[src/rtl/store_buffer.sv]
// -----------------------------------------------------------------------------
// store_buffer
//
// Write-back store buffer sitting between the MEM stage and the single-port
// data memory. Stores from MEM are queued in program order and retired to the
// memory one per cycle, on cycles where MEM is not using the port for a load.
// Loads in MEM are forwarded from the youngest buffered store to the same word
// address, so the pipeline never observes stale memory contents.
//
// Optional build macro:
//   STBUF_COALESCE_EN - a store to the same word address as the youngest
//                       buffered entry overwrites that entry in place instead
//                       of allocating a new one (accepted even when full).
//
// Parameters:
//   DEPTH  number of buffered stores (power of two, >= 2)
//   AW     word-address width
//   DW     data width
//
// Ports:
//   clk, rst              clock (rising edge), asynchronous active-high reset
//   st_valid/addr/data    store request from MEM
//   st_ready              store accepted this cycle
//   stall_req             store present but not accepted; hold the pipeline
//   ld_valid/addr         load request from MEM (owns the memory port)
//   ld_hit/ld_data        forwarded data from the youngest matching entry
//   dm_wr/addr/wdata      drain write port to data memory
//   empty/full/count      occupancy status
// -----------------------------------------------------------------------------
module store_buffer #(
  parameter int DEPTH = 4,
  parameter int AW    = 7,
  parameter int DW    = 32
) (
  input  logic                     clk,
  input  logic                     rst,
  input  logic                     st_valid,
  input  logic [AW-1:0]            st_addr,
  input  logic [DW-1:0]            st_data,
  output logic                     st_ready,
  output logic                     stall_req,
  input  logic                     ld_valid,
  input  logic [AW-1:0]            ld_addr,
  output logic                     ld_hit,
  output logic [DW-1:0]            ld_data,
  output logic                     dm_wr,
  output logic [AW-1:0]            dm_addr,
  output logic [DW-1:0]            dm_wdata,
  output logic                     empty,
  output logic                     full,
  output logic [$clog2(DEPTH):0]   count
);

  localparam int PW = $clog2(DEPTH);
  localparam int CW = PW + 1;

  // Entry storage carries no reset: validity is defined purely by head/count.
  logic [AW-1:0] r_addr [DEPTH];
  logic [DW-1:0] r_data [DEPTH];

  logic [PW-1:0] r_head;
  logic [PW-1:0] r_tail;
  logic [CW-1:0] r_count;

  logic          w_drain;
  logic          w_coal;
  logic          w_enq;
  logic          w_hit;
  logic [DW-1:0] w_fwd_data;

  assign empty = (r_count == '0);
  assign full  = (r_count == CW'(DEPTH));
  assign count = r_count;

  // A load owns the memory port, so it blocks retirement for that cycle.
  assign w_drain  = !empty && !ld_valid;
  assign dm_wr    = w_drain;
  assign dm_addr  = r_addr[r_head];
  assign dm_wdata = r_data[r_head];

`ifdef STBUF_COALESCE_EN
  logic [PW-1:0] w_young;
  assign w_young = r_tail - PW'(1);
  // Merge into the youngest entry unless that entry is the one leaving this
  // cycle (count==1 and draining); then a fresh entry is allocated instead.
  assign w_coal  = st_valid && !empty && (r_addr[w_young] == st_addr) &&
                   !((w_young == r_head) && w_drain);
`else
  assign w_coal  = 1'b0;
`endif

  // A draining slot frees room for a store in the same cycle.
  assign st_ready  = !full || w_drain || w_coal;
  assign stall_req = st_valid && !st_ready;
  assign w_enq     = st_valid && st_ready && !w_coal;

  // Scan oldest to youngest so the last match written wins (youngest store).
  always_comb begin
    w_hit      = 1'b0;
    w_fwd_data = '0;
    for (int i = 0; i < DEPTH; i++) begin
      if ((CW'(i) < r_count) && (r_addr[r_head + PW'(i)] == ld_addr)) begin
        w_hit      = 1'b1;
        w_fwd_data = r_data[r_head + PW'(i)];
      end
    end
  end

  // Simultaneous store and load is treated as store-only: no forwarding.
  assign ld_hit  = ld_valid && !st_valid && w_hit;
  assign ld_data = ld_hit ? w_fwd_data : '0;

  always_ff @(posedge clk or posedge rst) begin
    if (rst) begin
      r_head  <= '0;
      r_tail  <= '0;
      r_count <= '0;
    end else begin
      if (w_drain) r_head <= r_head + PW'(1);
      if (w_enq)   r_tail <= r_tail + PW'(1);
      r_count <= r_count + CW'(w_enq) - CW'(w_drain);
    end
  end

  always_ff @(posedge clk) begin
    if (w_enq) begin
      r_addr[r_tail] <= st_addr;
      r_data[r_tail] <= st_data;
    end
`ifdef STBUF_COALESCE_EN
    if (w_coal) r_data[w_young] <= st_data;
`endif
  end

endmodule

[config.mk]
export PLATFORM = sky130hd
export DESIGN_NAME = store_buffer
export DESIGN_NICKNAME = d
export VERILOG_FILES = /design/src/rtl/store_buffer.sv
export SDC_FILE = /design/constraint.sdc
export NUM_CORES = 1
export LEC_CHECK = 0
export ABC_AREA = 1
export BUFFER_PORTS_ARGS = -buffer_cell sky130_fd_sc_hd__buf_4
export CORE_MARGIN = 1.5
export CORE_UTILIZATION = 55
export DETAILED_ROUTE_END_ITERATION = 8
export GPL_TIMING_DRIVEN = 0
export PLACE_DENSITY = 0.76
export SLEW_MARGIN = 10
export SYNTH_ARGS = -nofsm -noshare
export SYNTH_HDL_FRONTEND = slang
export SYNTH_SLANG_ARGS = --single-unit
[constraint.sdc]
create_clock -name clk -period 3.48 [get_ports clk]
set_input_delay 0.174 -clock clk [delete_from_list [all_inputs] [get_ports clk]]
set_output_delay 0.174 -clock clk [all_outputs]
set_load 0.02 [all_outputs]
==> flow_summary.yaml, run 1 <==
layout:
  fin_nets: 1735
  nFillCells: 1625
  multiInputGateArea_um2: 4987
  num_antenna_cells: 0
  ff_latch_area_um2: 4860
  post-route-util_pct: 68.38
  finalInstanceArea_um2: 13270
  drive_gt1_share_pct: 16.69
  mostFrequentLayoutCell: "nand2_1"
  final_cell_mix: "nand2_1, o21ai_0, edfxtp_1"
  area_growth_syn_to_layout_pct: 22.61
drt:
  routed_wl_um: 34670
  vias: 11120
  wl_met2_um: 16070
  ant_nets: 0
  wl_per_cell_um: 17.73
  wl_met1_um: 13310
  drc: 0
  routed.top_layer: "met4"
  first_pass_iters: 6
  wl_met3_um: 3975
  via_per_inst: 5.685
  drt_iter0_drc: 1316
placed_design:
  post-place-ws_ns: 0.5482
  dpl-instance-area_um2: 12280
  io_buffers: 129
  place_hpwl_um: 23300
  gp_congestion: 0.9186
clocking:
  cts_max_level: 4
  cts.sinks: 163
  clock_latency_ns: 0.44
  clockRootBuffer: "clkbuf_16"
  cts_buffer_depth: 2
  postCtsSetupBuffers: 0
  cts_inserted_buffers: 17
  cts_tree: "built"
  cts.clk_slew.worst_paths_ns: 0.06
setup_path:
  cp_slowest_stage_delay_ns: 0.37
  path_delay_family: "simple AND/OR/NAND/NOR gates"
  worstRegToRegCells: 6
  critPathMaxFanout: 10
  crit_path_cell_trace: "buf_6, inv_4, buf_6, nand2_1, nand2_1, nand2_1, nand3_1, nand2_1, nor2_1, nand2_1, nor2_4, nor2_2, nor2_4, clkbuf_4, nand2_1, a21oi_1, buf_4"
  start_kind: "flop"
  criticalPathCategory: "flop to output pin"
  crit_cells: 17
  end_kind: "output pin"
  worst-path-buf-inv: 5
  critPathSlowestCell: "dfrtp_1"
  path_common_cell: "nand2_1"
  required_ns: 3.31
  worstPathArrival_ns: 3.18
global_route:
  first_global_vias: 10160
  groute.usage.overall_pct: 34.01
  antenna_found_initial: 0
  grt_overflow_total: 0
  grt_max_degree: 23
  grt_pass1_wl_um: 52760
sta:
  tns_ns: 0
  fin_ws_ns: 0.1287
  rsz0062_at_grt: "no"
  drv_slew: 0
  finalHoldViolCount: 0
  worstMarginPinSlew_ns: 0.8198
  finalSetupViolations: 0
  maxSlewHeadroom_pct: 45.22
  fmax_ghz: 0.2984
  fin_crit_sh_pct: 96.30
  final.min_clock_period_ns: 3.351
  worst_clock_skew_ns: 0.008699
logic_synthesis:
  yosysUniqueCellTypes: 29
  ys_warn_count: 0
  ys_seq_area_share_pct: 44.92
  synth-edff-count: 156
  synth_area_leaders: "edfxtp_1, nand2_1, o21ai_0"
  syn_area_um2: 10820
  ys_seq_elements: 163
  yosys.area.top_type: "edfxtp_1"
  netlist.area_leader.share_pct: 43.30
  syn_area_per_cell_um2: 7.295
  async_reset_ff_share_pct: 4.294
  synth_nets: 1541
  ys.flop_type: "edfxtp_1"
  synthCells: 1483
power_and_ir_drop:
  swShare_pct: 50.01
  combinationalPowerShare_pct: 61.7
  p_sw_uw: 5969
  total_power_uw: 11940
  p_leak_uw: 0.005732
  p_clk_share_pct: 15.3
  ir_worst_vdd_mv: 0.5352
  internal_power_uw: 5967
  seqPwrFrac_pct: 23.0
  powerDensity_nw_per_um2: 899.8
hold_path:
  holdPathStages: 3
  hp-class: "primary input to flop"
floorplan:
  io_pins: 130
  fp.dieH_um: 143.3
  core_um2: 19400
  initial_core_util_pct: 55.77
  fp-row-count: 51
  die_x_um: 143.3
  die-area_um2: 20520
run:
  drv_cap: 0
run_status:
  status: "finished, final reports clean"
-- sequential cells by signal, summed over array words and instances (netlist names) --
| name | cells |
|---|---|
| count | 3 |
| r_addr | 28 |
| r_data | 128 |
| r_head | 2 |
| r_tail | 2 |
-- cells in the mapped netlist (11+ instances only) --
cell type,count
edfxtp_1,156
a21oi_1,35
nand2_1,616
buf_1,11
o21ai_1,28
buf_6,11
nand3_2,20
inv_1,135
nand3_1,69
a31oi_1,32
or2_2,32
clkbuf_1,33
buf_2,35
nor2_1,30
o21ai_0,200
-- final timing paths --
| path | start | end | slack (ns) |
|---|---|---|---|
| setup / recovery | r_head[0] | ld_data[1] | 0.13 |
| setup reg to reg | count[2] | r_data[1][30] | 1.05 |
| min in group asynchronous | rst | count[1] | 0.24 |
| hold / removal | ld_valid | r_head[0] | 0.13 |
| max in group asynchronous | rst | r_head[0] | 3.01 |
| hold reg to reg | r_tail[1] | r_tail[1] | 0.61 |
-- cells by family after synthesis --
kind of cell | Yosys count | share of synthesized area, %
compound gates | 296 | 14.09
simple gates | 781 | 30.31
fa+ha+maj | 8 | 0.9945
flops | 163 | 44.92
xor+xnor | 4 | 0.3239
buf+inv | 231 | 9.367
-- final cells by class --
class,count,share of cell area [%]
plain buffers,94,3.820
clock buffers,22,3.348
repair buffers,175,11.34
clock inverters,10,0.8489
multi-input cells,1089,37.60
inverters,137,3.914
well taps,265,2.500
flip-flops and latches,163,36.63
-- worst register-to-register path: cells and delay by family (launching register included) --
family                 cells  cell delay, ns
flip-flops                 1            0.43
AND/OR/NAND/NOR            4            1.28
buffers and inverters      2            0.40
-- repair_timing --
item / CTS / global route
resized for setup: 0 / 8
endpoints found under the setup margin: 0 / 30
hold buffers: 40 / 0
hold endpoints to repair: 163 / 0
-- power by group through the flow --
stage               registers (uW)  clock network [uW]  logic [uW]
floorplan                     2780                   0        4660
finish                        2740                1830        7360
global placement              2810                   0        6800
global route                  2780                1920        8010
detailed placement            2780                   0        7060
CTS                           2740                1830        7140
-- stage by stage --
| stage | cells | hold WS, ns |
|---|---|---|
| floorplan | 1483 | -0.02260 |
| global placement | 1877 | 0.1303 |
| detailed placement | 1883 | 0.1378 |
| CTS | 1955 | 0.1248 |
| global route | 1955 | 0.1621 |
| finish | 1955 | 0.1332 |
-- per-layer routing --
layer / track usage, % / vias to the layer above
met2: 54.41 / 740
li1: - / 5221
met4: 15.31 / 0
met1: 45.48 / 5029
met3: 5.734 / 125
met5: 0 / -
No activity file was read; power rests on OpenSTA's default activity.
==> run 2: changes to the inputs <==
--- a/config.mk
+++ b/config.mk
@@ -8,10 +8,10 @@
 export ABC_AREA = 1
 export BUFFER_PORTS_ARGS = -buffer_cell sky130_fd_sc_hd__buf_4
 export CORE_MARGIN = 1.5
-export CORE_UTILIZATION = 55
+export CORE_UTILIZATION = 51
 export DETAILED_ROUTE_END_ITERATION = 8
 export GPL_TIMING_DRIVEN = 0
-export PLACE_DENSITY = 0.76
+export PLACE_DENSITY = 0.71
 export SLEW_MARGIN = 10
 export SYNTH_ARGS = -nofsm -noshare
 export SYNTH_HDL_FRONTEND = slang
==> run 2 against run 1 <==
Against the previous run: sequential share of layout area grew 0.076 points; design area shrank 0.21%; first-iteration DRC count shrank 7.5%; combinational power shrank 0.8%; global-route usage shrank 2.7 points; fmax shrank 1.3%; core utilization shrank 5.0 points; critical path depth is the same; via count shrank 1.2%; sequential power is essentially flat; non-clock buffer count shrank 2; highest routed layer unchanged.
==> flow_summary.yaml, run 2 (synthesis results as in run 1) <==
setup_path:
  start_kind: "flop"
  path_common_cell: "nand2_1"
  required_ns: 3.31
  worstPathArrival_ns: 3.22
  end_kind: "output pin"
  crit_path_cell_trace: "buf_6, inv_4, nand2_2, nand2_4, buf_4, nand3_1, nand3_1, nand2_1, nor2_1, nand2_1, nor2_4, nor2_2, nor2_4, clkbuf_4, nand2_1, a21oi_2, buf_4"
  cp_slowest_stage_delay_ns: 0.37
  critPathSlowestCell: "dfrtp_1"
  critPathMaxFanout: 10
  criticalPathCategory: "flop to output pin"
layout:
  regMostFlops: "r_data"
  largest_reg_flops: 128
  fin_nets: 1733
  num_antenna_cells: 0
  mostFrequentLayoutCell: "nand2_1"
  finalInstanceArea_um2: 13240
  drive_gt1_share_pct: 16.94
  area_growth_syn_to_layout_pct: 22.35
  final_cell_mix: "nand2_1, o21ai_0, edfxtp_1"
drt:
  routed_wl_um: 34800
  drt_iter0_drc: 1217
  wl_per_cell_um: 17.73
  first_pass_iters: 6
  vias: 10990
  ant_nets: 0
  via_per_inst: 5.596
  drc: 0
floorplan:
  initial_core_util_pct: 51.79
  core_um2: 20890
  die-area_um2: 22100
  fp-row-count: 53
  die_x_um: 148.7
  fp.dieH_um: 148.7
  io_pins: 130
clocking:
  clockRootBuffer: "clkbuf_16"
  cts.sinks: 163
  cts.clk_slew.worst_paths_ns: 0.06
  clock_latency_ns: 0.45
  cts_inserted_buffers: 17
  cts_tree: "built"
  cts_buffer_depth: 2
  cts_max_level: 4
sta:
  tns_ns: 0
  fin_crit_sh_pct: 97.62
  fmax_ghz: 0.2944
  worst_clock_skew_ns: 0.01241
  final.min_clock_period_ns: 3.397
  worstMarginPinSlew_ns: 0.8943
  finalHoldViolCount: 0
  drv_slew: 0
  maxSlewHeadroom_pct: 40.24
  holdWs_ns: 0.1223
  rsz0062_at_grt: "no"
  finalSetupViolations: 0
placed_design:
  io_buffers: 129
  dpl-instance-area_um2: 12250
  place_hpwl_um: 23480
  gp_congestion: 0.9166
power_and_ir_drop:
  total_power_uw: 11880
  p_leak_uw: 0.005712
  ir_worst_vdd_mv: 0.5542
  powerDensity_nw_per_um2: 897.7
hold_path:
  hp-class: "primary input to flop"
global_route:
  antenna_found_initial: 0
  grt_overflow_total: 0
  groute.usage.overall_pct: 31.31
  grt_pass1_wl_um: 52850
  grt_max_degree: 24
  first_global_vias: 10090
run:
  drv_cap: 0
run_status:
  status: "finished, final reports clean"
run 2: changes by cell type in the layout (fill, tap and decap cells not counted), moves of 2 or more:
cell,before,now
inv_6,1,5
clkbuf_1,38,34
a21oi_1,34,31
a21oi_2,1,4
clkbuf_4,5,3
run 2: path summary, 6_finish.rpt:
kind | startpoint | depth (start not counted) | slack, ns | end
hold reg to reg | count[0] | 1 | 0.63 | count[0]
hold / removal | ld_valid | 3 | 0.12 | r_head[0]
max in group asynchronous | rst | 3 | 3.01 | r_head[1]
setup / recovery | r_head[1] | 17 | 0.08 | ld_data[20]
setup reg to reg | count[2] | 6 | 1.06 | r_data[1][0]
min in group asynchronous | rst | 3 | 0.24 | r_tail[1]
run 2: critical path: cells and delay by family, from the launching register on:
kind	cells	cell delay [ns]
flip-flops	1	0.37
buffers and inverters	5	0.89
AO/OA/AOI/OAI	1	0.21
AND/OR/NAND/NOR	11	1.29
run 2: repair_timing:
| action | CTS | global route |
|---|---|---|
| setup endpoints to repair | 0 | 15 |
| endpoints found under the hold margin | 163 | 0 |
| hold buffers | 40 | 0 |
| setup buffers | 0 | 0 |
| resized for setup | 0 | 10 |
run 2: metal layers:
| layer | part of all wire [%] | routed length [um] | up-vias | GRT usage (%) |
|---|---|---|---|---|
| met5 | 0 | 0 | - | 0 |
| met4 | 3.5 | 1217 | 0 | 14.60 |
| met3 | 9.1 | 3175 | 111 | 5.092 |
| met2 | 47 | 16300 | 610 | 50.16 |
| met1 | 41 | 14110 | 5038 | 41.67 |
| li1 | - | - | 5226 | - |
run 2: cell type report:
type | count | area [um^2]
Multi-Input combinational cell | 1089 | 4996
Clock inverter | 14 | 128.9
Inverter | 137 | 519.2
Clock buffer | 18 | 429.2
Tap cell | 275 | 344.1
Buffer | 94 | 504.2
Sequential cell | 163 | 4860
Timing Repair Buffer | 173 | 1456
Fill cell | 1905 | 7651
run 2: where the power goes:
part | switching [uW] | internal, uW | leakage (uW) | total, uW
registers | 157 | 2590 | 0.00151 | 2750
logic | 5010 | 2290 | 0.00393 | 7300
clock network | 845 | 993 | 0.000268 | 1840
run 2: stage by stage:
step,setup slack (ns),util [%],std cells
2_1_floorplan,0.1720,-,1483
3_3_place_gp,-1.197,58.08,1887
3_5_place_dp,0.5541,58.64,1891
4_1_cts,0.08421,63.23,1963
5_1_grt,0.006237,63.37,1963
6_report,0.08281,63.37,1963
==> run 3: changes to the inputs <==
--- a/config.mk
+++ b/config.mk
@@ -5,7 +5,6 @@
 export SDC_FILE = /design/constraint.sdc
 export NUM_CORES = 1
 export LEC_CHECK = 0
-export ABC_AREA = 1
 export BUFFER_PORTS_ARGS = -buffer_cell sky130_fd_sc_hd__buf_4
 export CORE_MARGIN = 1.5
 export CORE_UTILIZATION = 51
==> run 3 against run 2 <==
Against the previous run: the run now ends with negative setup slack left; synthesized cell count down 39%; global-route usage decreased by 0.91 points; clock power is essentially flat; core utilization grew 3.6 points; hold slack worse by 0.040 ns; sequential share of layout area fell by 2.2 points; largest cell class unchanged.
==> flow_summary.yaml, run 3 <==
run_status:
  status: "finished with violations"
  violations: "negative setup slack"
floorplan:
  core_um2: 21020
  die_x_um: 149.2
  fp-row-count: 53
  fp.dieH_um: 149.2
  die-area_um2: 22250
  io_pins: 130
  initial_core_util_pct: 51.83
sta:
  tns_ns: -4.184
  rsz0062_at_grt: "yes"
  drv_slew: 0
  holdWs_ns: 0.08256
  fmax_ghz: 0.2748
  fin_crit_sh_pct: 104.6
  finalSetupViolations: 33
  fin_ws_ns: -0.1589
  finalHoldViolCount: 0
  maxSlewHeadroom_pct: 43.83
  worstMarginPinSlew_ns: 0.8425
  final.min_clock_period_ns: 3.639
  worst_clock_skew_ns: 0.01130
setup_path:
  critPathMaxFanout: 10
  rrSetupSlack_ns: 1.05
  worstRegToRegCells: 7
  start_kind: "flop"
  worstPathArrival_ns: 3.46
  required_ns: 3.31
  end_kind: "output pin"
  criticalPathCategory: "flop to output pin"
layout:
  mostFrequentLayoutCell: "edfxtp_1"
  largest_reg_flops: 128
  drive_gt1_share_pct: 36.62
  final_cell_mix: "edfxtp_1, buf_4, a211oi_1"
  area_growth_syn_to_layout_pct: 29.25
  fin_nets: 1159
  final_cells: 1389
  num_antenna_cells: 0
  regMostFlops: "r_data"
logic_synthesis:
  async_reset_ff_share_pct: 4.294
  ys_seq_elements: 163
  synth-edff-count: 156
  yosysMostFrequentCell: "edfxtp_1"
  netlist.area_leader.share_pct: 42.99
  syn_area_per_cell_um2: 12.12
  ys_warn_count: 0
  synth_nets: 957
  synth_area_leaders: "edfxtp_1, mux4_2, a211oi_1"
  yosys.area.top_type: "edfxtp_1"
  ys_seq_area_share_pct: 44.60
  syn_area_um2: 10900
  yosysUniqueCellTypes: 45
  yosys-top-cells-count: "edfxtp_1, a211oi_1, mux2i_1, nor2b_1, mux4_2"
  synthCells: 899
  ys.flop_type: "edfxtp_1"
run:
  drv_cap: 0
clocking:
  cts_tree: "built"
  clock_latency_ns: 0.45
  cts.clk_slew.worst_paths_ns: 0.07
  cts.sinks: 163
  clockRootBuffer: "clkbuf_16"
  cts_inserted_buffers: 17
  cts_buffer_depth: 2
  cts_max_level: 4
global_route:
  grt_pass1_wl_um: 50390
  antenna_found_initial: 0
  grt_max_degree: 28
  groute.usage.overall_pct: 30.39
  grt_overflow_total: 0
  first_global_vias: 8839
power_and_ir_drop:
  ir_worst_vdd_mv: 0.3980
  total_power_uw: 11170
  powerDensity_nw_per_um2: 793.5
  p_leak_uw: 0.005256
drt:
  drt_iter0_drc: 875
  ant_nets: 0
  first_pass_iters: 6
  routed_wl_um: 33860
  via_per_inst: 6.469
  drc: 0
  wl_per_cell_um: 24.38
  vias: 8985
hold_path:
  hp-class: "primary input to flop"
  holdPathStages: 3
placed_design:
  gp_congestion: 0.8836
  dp_cells: 1303
  place_hpwl_um: 22310
  io_buffers: 125
-- run 3: kinds of logic after synthesis --
group,Yosys count,synth area share [%]
buffers and inverters,122,5.225
xor gates and xnor gates,36,2.894
DFF,163,44.60
muxes,161,20.52
adders and majority gates,8,0.9876
and+or+nand+nor,143,7.235
AOI/OAI and AO/OA,266,18.53
-- run 3: repair_timing --
action                                  CTS  global route
pin swaps                                10             7
hold buffers                             40             0
endpoints found under the hold margin   163             0
buffers inserted                         10             5
endpoints found under the setup margin   64            47
gates cloned                              1             0
resized for setup                       102            70
-- run 3: stage by stage --
step	setup WS, ns	utilization (%)	area (um^2)
after floorplan	0.5861	-	10900
after global placement	-0.1662	57.93	12180
after detailed placement	-0.1752	58.34	12260
after CTS	-0.1930	65.53	13770
after global routing	-0.3090	66.99	14080
final	-0.1589	66.99	14080
-- run 3: area by class of cell --
class | instances | area (um^2)
well taps | 275 | 344.1
fillers | 1587 | 6939
clock buffers | 17 | 425.4
flip-flops and latches | 163 | 4861
clock inverters | 15 | 158.9
inverters | 34 | 127.6
plain buffers | 86 | 563.0
repair buffers | 185 | 1680
multi-input cells | 614 | 5922
-- run 3: report_power, final --
part	internal [uW]	total, uW	leakage [uW]	switching (uW)
Clock	958	1870	0.000285	912
Sequential	2600	2860	0.00151	255
Combinational	2660	6450	0.00346	3790
Total	6220	11200	0.00526	4950
-- run 3: critical path, stage by stage (launching register included) --
cell and delay [ns]:
dfrtp_2 0.44, buf_12 0.17, mux4_2 0.51, xor2_1 0.18, nor4_4 0.27, o211ai_2 0.15, buf_6 0.16, buf_12 0.14
a311oi_4 0.29, buf_6 0.19, buf_12 0.16, o311a_1 0.22, buf_6 0.13
-- run 3: worst paths after layout --
path	end	from
hold reg to reg	r_tail[0]	r_tail[0]
hold / removal	r_head[0]	ld_valid
max in group asynchronous	r_head[0]	rst
setup reg to reg	r_head[0]	r_head[0]
min in group asynchronous	r_tail[0]	rst
setup / recovery	ld_data[17]	r_head[0]
-- run 3: routing by layer --
| layer | routed length (um) | vias up | global-route usage (%) |
|---|---|---|---|
| li1 | - | 3941 | - |
| met1 | 14180 | 4450 | 41.46 |
| met2 | 15900 | 508 | 48.70 |
| met3 | 2782 | 86 | 5.627 |
| met4 | 993 | 0 | 10.79 |
| met5 | 0 | - | 0 |
